==> src/rtl/nor_sweep_ctrl.sv <==
// nor_sweep_ctrl: drives all four {a,b} combinations onto a NOR gate,
// samples its output after a settle window and accumulates mismatches.
module nor_sweep_ctrl #(
    parameter int unsigned SETTLE = 2,
    parameter int unsigned PASSES = 1,
    parameter int unsigned ERR_W  = 4
) (
    input  logic             clk,
    input  logic             rst_n,
    input  logic             start,
    input  logic             abort,
    input  logic             dut_y,
    output logic             dut_a,
    output logic             dut_b,
    output logic             busy,
    output logic             done,
    output logic             pass,
    output logic [3:0]       fail_vec,
    output logic [ERR_W-1:0] err_count
);

    typedef enum logic [1:0] {
        S_IDLE,
        S_DRIVE,
        S_SAMPLE,
        S_DONE
    } state_t;

    localparam logic [7:0]       CNT_LOAD  = 8'(SETTLE - 1);
    localparam logic [3:0]       LAST_PASS = 4'(PASSES - 1);
    localparam logic [ERR_W-1:0] ERR_MAX   = '1;

    state_t           r_state;
    logic [7:0]       r_cnt;
    logic [1:0]       r_idx;
    logic [3:0]       r_pass_cnt;
    logic             r_dut_a;
    logic             r_dut_b;
    logic             r_busy;
    logic             r_done;
    logic             r_pass;
    logic [3:0]       r_fail_vec;
    logic [ERR_W-1:0] r_err_count;

    logic             w_exp;
    logic             w_mis;
    logic [3:0]       w_fail_nxt;
    logic [ERR_W-1:0] w_err_nxt;

    assign w_exp = ~(r_idx[1] | r_idx[0]);

    // Case equality so an undriven or X gate output is scored as a mismatch.
    assign w_mis = (dut_y === w_exp) ? 1'b0 : 1'b1;

    assign w_fail_nxt = r_fail_vec | (w_mis ? (4'b0001 << r_idx) : 4'b0000);

    assign w_err_nxt = (w_mis && (r_err_count != ERR_MAX))
                     ? r_err_count + 1'b1
                     : r_err_count;

    always_ff @(posedge clk or negedge rst_n) begin
        if (!rst_n) begin
            r_state     <= S_IDLE;
            r_cnt       <= '0;
            r_idx       <= '0;
            r_pass_cnt  <= '0;
            r_dut_a     <= 1'b0;
            r_dut_b     <= 1'b0;
            r_busy      <= 1'b0;
            r_done      <= 1'b0;
            r_pass      <= 1'b0;
            r_fail_vec  <= '0;
            r_err_count <= '0;
        end else begin
            r_done <= 1'b0;
            unique case (r_state)
                S_IDLE: begin
                    if (start && !abort) begin
                        r_state     <= S_DRIVE;
                        r_idx       <= 2'd0;
                        r_pass_cnt  <= 4'd0;
                        r_cnt       <= CNT_LOAD;
                        r_fail_vec  <= '0;
                        r_err_count <= '0;
                        r_pass      <= 1'b0;
                        r_busy      <= 1'b1;
                        r_dut_a     <= 1'b0;
                        r_dut_b     <= 1'b0;
                    end
                end
                S_DRIVE: begin
                    if (abort) begin
                        r_state <= S_IDLE;
                        r_busy  <= 1'b0;
                        r_pass  <= 1'b0;
                        r_dut_a <= 1'b0;
                        r_dut_b <= 1'b0;
                    end else if (r_cnt == 8'd0) begin
                        r_state <= S_SAMPLE;
                    end else begin
                        r_cnt <= r_cnt - 8'd1;
                    end
                end
                S_SAMPLE: begin
                    if (abort) begin
                        r_state <= S_IDLE;
                        r_busy  <= 1'b0;
                        r_pass  <= 1'b0;
                        r_dut_a <= 1'b0;
                        r_dut_b <= 1'b0;
                    end else begin
                        r_fail_vec  <= w_fail_nxt;
                        r_err_count <= w_err_nxt;
                        if (r_idx != 2'd3) begin
                            r_idx              <= r_idx + 2'd1;
                            {r_dut_a, r_dut_b} <= r_idx + 2'd1;
                            r_cnt              <= CNT_LOAD;
                            r_state            <= S_DRIVE;
                        end else if (r_pass_cnt != LAST_PASS) begin
                            r_idx      <= 2'd0;
                            r_dut_a    <= 1'b0;
                            r_dut_b    <= 1'b0;
                            r_pass_cnt <= r_pass_cnt + 4'd1;
                            r_cnt      <= CNT_LOAD;
                            r_state    <= S_DRIVE;
                        end else begin
                            r_state <= S_DONE;
                            r_busy  <= 1'b0;
                            r_done  <= 1'b1;
                            r_pass  <= (w_err_nxt == '0);
                            r_dut_a <= 1'b0;
                            r_dut_b <= 1'b0;
                        end
                    end
                end
                S_DONE: begin
                    r_state <= S_IDLE;
                    if (abort) begin
                        r_pass <= 1'b0;
                    end
                end
                default: begin
                    r_state <= S_IDLE;
                    r_busy  <= 1'b0;
                end
            endcase
        end
    end

    assign dut_a     = r_dut_a;
    assign dut_b     = r_dut_b;
    assign busy      = r_busy;
    assign done      = r_done;
    assign pass      = r_pass;
    assign fail_vec  = r_fail_vec;
    assign err_count = r_err_count;

endmodule
==> config.mk <==
export PLATFORM = sky130hd
export DESIGN_NAME = nor_sweep_ctrl
export DESIGN_NICKNAME = d
export VERILOG_FILES = /design/src/rtl/nor_sweep_ctrl.sv
export SDC_FILE = /design/constraint.sdc
export NUM_CORES = 1
export LEC_CHECK = 0
export ABC_CLOCK_PERIOD_IN_PS = 2350
export CORE_MARGIN = 3
export CORE_UTILIZATION = 56
export DETAILED_ROUTE_END_ITERATION = 8
export GPL_TIMING_DRIVEN = 1
export PLACE_DENSITY = 0.79
export SLEW_MARGIN = 20
export SYNTH_ARGS = -nofsm -noshare
export SYNTH_HDL_FRONTEND = slang
export SYNTH_SLANG_ARGS = --single-unit
==> constraint.sdc <==
create_clock -name clk -period 2.35 [get_ports clk]
set_clock_uncertainty 0.05 [all_clocks]
set_input_delay 0.3525 -clock clk [delete_from_list [all_inputs] [get_ports clk]]
set_output_delay 0.3525 -clock clk [all_outputs]
set_load 0.01 [all_outputs]
==> impl_metrics.csv, run 1 <==
group,metric,value,unit
setup_path,crit_path_start_kind,"register",
synth,synth_most_common_cell,"sky130_fd_sc_hd__dfrtp_1",
route,wl_met1,1734,µm
synth,synth-edff-count,0,
synth,post_synth_main_area_contributors,"sky130_fd_sc_hd__dfrtp_1, sky130_fd_sc_hd__ha_1, sky130_fd_sc_hd__mux2i_1",
final_layout,num-nets-final,230,
run_status,status,"completed",
setup_path,path_max_fanout,6,
grt,grt_first_pass_wirelength,6713,µm
setup_path,r2r_end,"pass$_DFFE_PN0P_",
clocking,cts_made_buffers,5,
synth,post-synth-top-area-cell,"sky130_fd_sc_hd__dfrtp_1",
timing,min_period_over_period,95.40,%
synth,synth.top_cell.area_share,40.53,%
timing,max_slew_margin,72.37,%
synth,yosys_most_used_dff,"sky130_fd_sc_hd__dfrtp_1",
timing,timing.final.hold_violations,0,
place,dpl.hpwl,2796,µm
synth,seq_cells_post_synth,29,
clocking,cts_max_level,2,
grt,vias_in_the_first_global_route,1468,
synth,synth_sequential_area_ratio,40.53,%
clocking,cts.path.max_buffers,2,
synth,asyncSetResetFlopFracSynth,100.0,%
route,dr.pass1.iters,4,
place,io_buffers,17,
synth,postSynthAreaPerCell,9.892,µm²
power_and_ir_drop,ratio_of_total_power_to_cell_area,1058,nW/µm²
setup_path,cp_buf_inv_count,1,
die,fp.dieW,62.55,µm
synth,syn_nets,201,
clocking,cts_sinks,29,
timing,fin_hold_ws,331.3,ps
route,met3RoutedLength,136,µm
synth,netlist_area,1790,µm²
die,floorplan.die.height,62.55,µm
grt,globalRouteTotalUtil,21.67,%
grt,maximum_number_of_pins_on_one_net_before_global_route_repair,30,
timing,finalCriticalPeriod,2242,ps
grt,grt_antenna_before_repair,0,
power_and_ir_drop,power.leakage,0.9759,nW
place,post_dp_cell_area,2067,µm²
power_and_ir_drop,worst_ir_drop_vdd,0.0007869,V
route,dr.max_layer_used,"met4",
setup_path,crit_path_cell_trace,"inv_1 > ha_1 > ha_1 > a31oi_1 > or3_1 > a2111oi_1 > mux2_2",
worst_hold_path,min-delay-path-class,"in -> async",
setup_path,crit_slowest_cell,"sky130_fd_sc_hd__dfrtp_1",
timing,maxSlewViolCount,0,
setup_path,worst_ep_arrival_time,2480,ps
route,wirelength_routed,3729,µm
grt,grt_overflow_total,0,
setup_path,worst_r2r_startpoint,"r_idx[0]$_DFFE_PN0P_",
route,wl_per_cell,14.74,µm
final_layout,final_util,73.90,%
route,met2RoutedLength,1802,µm
final_layout,final_cell_area,2143,µm²
route,viasPerCell,5.605,
setup_path,worstPathRequired,2590,ps
job,drv.max_cap_violation_count,0,
setup_path,crit_path_max_incr_delay,470,ps
synth,yosys-top-cells-count,"sky130_fd_sc_hd__dfrtp_1, sky130_fd_sc_hd__ha_1, sky130_fd_sc_hd__inv_1",
setup_path,critical_path.most_common_cell,"sky130_fd_sc_hd__ha_1",
die,initial_utilization,61.73,%
die,design.core.area,2900,µm²
timing,finalSetupViolCount,0,
route,routed-via-count,1418,
setup_path,worst-r2r-setup-slack,110,ps
final_layout,synthToLayoutAreaGrowth,19.71,%
clocking,root_buffer,"sky130_fd_sc_hd__clkbuf_4",
synth,count_of_distinct_cell_types_in_the_synthesized_netlist,45,
setup_path,reg2regPathDepth,7,
clocking,insertion_delay,340,ps
die,placement_rows,19,
synth,synthesis.instances,181,
final_layout,n_antenna_cell,0,
clocking,path_clk_slew,100,ps
place,gp_congestion,0.8546,
setup_path,worstSetupPathType,"reg -> reg",
synth,synth-warning-count,0,
timing,slew_at_the_pin_closest_to_its_max_slew_limit,412.0,ps
route,detail_route.drc_violations,0,
final_layout,final_layout_size_suffix_gt1_share,13.27,%
setup_path,endpoint_kind,"register",
clocking,clock_tree_from_tritoncts,"done",
die,fp.dieArea,3912,µm²
route,drt.antenna.violating_nets,0,
die,num_io_pins,18,
setup_path,timing.critical_path.max_delay_family,"compound AO/OA/AOI/OAI gates",
route,drtIter0Drc,77,
setup_path,worst-path-stages,7,
timing,fmaxAchievable,446.1,MHz
## routing by layer
| metal | vias to the layer above | global-route usage (%) |
|---|---|---|
| li1 | 715 | - |
| met1 | 675 | 26.32 |
| met2 | 21 | 36.22 |
| met3 | 7 | 6.655 |
| met4 | 0 | 7.713 |
| met5 | - | 0 |
## repair_timing
| item | 4_1_cts | 5_1_grt |
|---|---|---|
| gates resized for setup | 0 | 2 |
| hold buffers | 0 | 0 |
| buffers inserted | 0 | 0 |
| endpoints found under the setup margin | 0 | 2 |
## power breakdown
group          switching (mW)  total, mW  internal, mW  leakage (nW)
clock                   0.184      0.357         0.173        0.0413
combinational           0.581       1.14         0.557         0.544
sequential              0.139      0.773         0.633         0.390
total                   0.904       2.27          1.36         0.976
## cell type report
class                   count  area, µm²
flip-flops and latches     29      725.7
inverters                  15      56.30
clock buffers               7      65.06
multi-input cells         131      985.9
fillers                   212      757.0
repair buffers             28      252.7
well taps                  42      52.55
clock inverters             1      5.005
## per-stage QoR
step / setup TNS, ps / instances / setup slack (ps) / power [mW]
global route: -36.62 / 253 / -36.62 / 2.485
finish: 0 / 253 / 108.2 / 2.268
global placement: 0 / 245 / 43.59 / 1.852
floorplan: 0 / 181 / 296.5 / 1.517
detailed placement: -41.64 / 245 / -26.80 / 1.907
CTS: 0 / 253 / 153.5 / 2.274
## flip-flops by register name (all words and copies together) (netlist names)
name and count:
r_idx 2, dut_b 1, r_state 2, r_cnt 8, fail_vec 4, err_count 4, done 1, r_pass_cnt 4
busy 1, pass 1, dut_a 1
## placed cells by master, fill, tap and decap left out, types with 4 or more instances in the layout
cell	synthesis	layout
sky130_fd_sc_hd__mux2i_1	10	10
sky130_fd_sc_hd__nand2_1	12	12
sky130_fd_sc_hd__inv_1	15	15
sky130_fd_sc_hd__a21oi_1	9	9
sky130_fd_sc_hd__a22o_1	4	4
sky130_fd_sc_hd__mux2_2	4	4
sky130_fd_sc_hd__ha_1	15	15
sky130_fd_sc_hd__nor2_1	9	9
sky130_fd_sc_hd__nor3b_1	5	4
sky130_fd_sc_hd__or4_1	6	6
sky130_fd_sc_hd__o31ai_1	6	6
sky130_fd_sc_hd__dfrtp_1	29	29
sky130_fd_sc_hd__clkbuf_4	0	5
sky130_fd_sc_hd__clkdlybuf4s50_1	0	17
sky130_fd_sc_hd__or3_1	4	4
sky130_fd_sc_hd__buf_4	1	11
sky130_fd_sc_hd__o21ai_0	5	5
## how the worst max path moves through the flow
| stage | start | endpoint |
|---|---|---|
| after floorplan | r_idx[0]$_DFFE_PN0P_ | pass$_DFFE_PN0P_ |
| after global placement | start | r_cnt[6]$_DFFE_PN0P_ |
| after detailed placement | start | r_cnt[7]$_DFFE_PN0P_ |
| after CTS | r_idx[0]$_DFFE_PN0P_ | r_cnt[6]$_DFFE_PN0P_ |
| after global routing | r_idx[0]$_DFFE_PN0P_ | pass$_DFFE_PN0P_ |
| final | r_idx[0]$_DFFE_PN0P_ | pass$_DFFE_PN0P_ |
## cell families (layout without fill, tap and decap cells)
family | count (synthesis) | in the layout | share of synthesized area (%)
mux | 14 | 14 | 8.106
simple gates | 61 | 61 | 19.92
flops | 29 | 29 | 40.53
fa+ha+maj | 15 | 15 | 10.48
compound gates | 41 | 41 | 16.21
buf+inv | 21 | 51 | 4.752
Note: power is estimated with default switching activity, not from simulation.
==> inputs of run 2 (changes only) <==
Settings changed: CTS_CLUSTER_DIAMETER from default to 200.
==> results of run 2 <==
No change in the layout: final DEF, timing and power equal those of run 1.
==> inputs of run 3 (changes only) <==
Settings changed: CTS_CLUSTER_SIZE from default to 28.
==> results of run 3 <==
No change in the layout: final DEF, timing and power equal those of run 1.
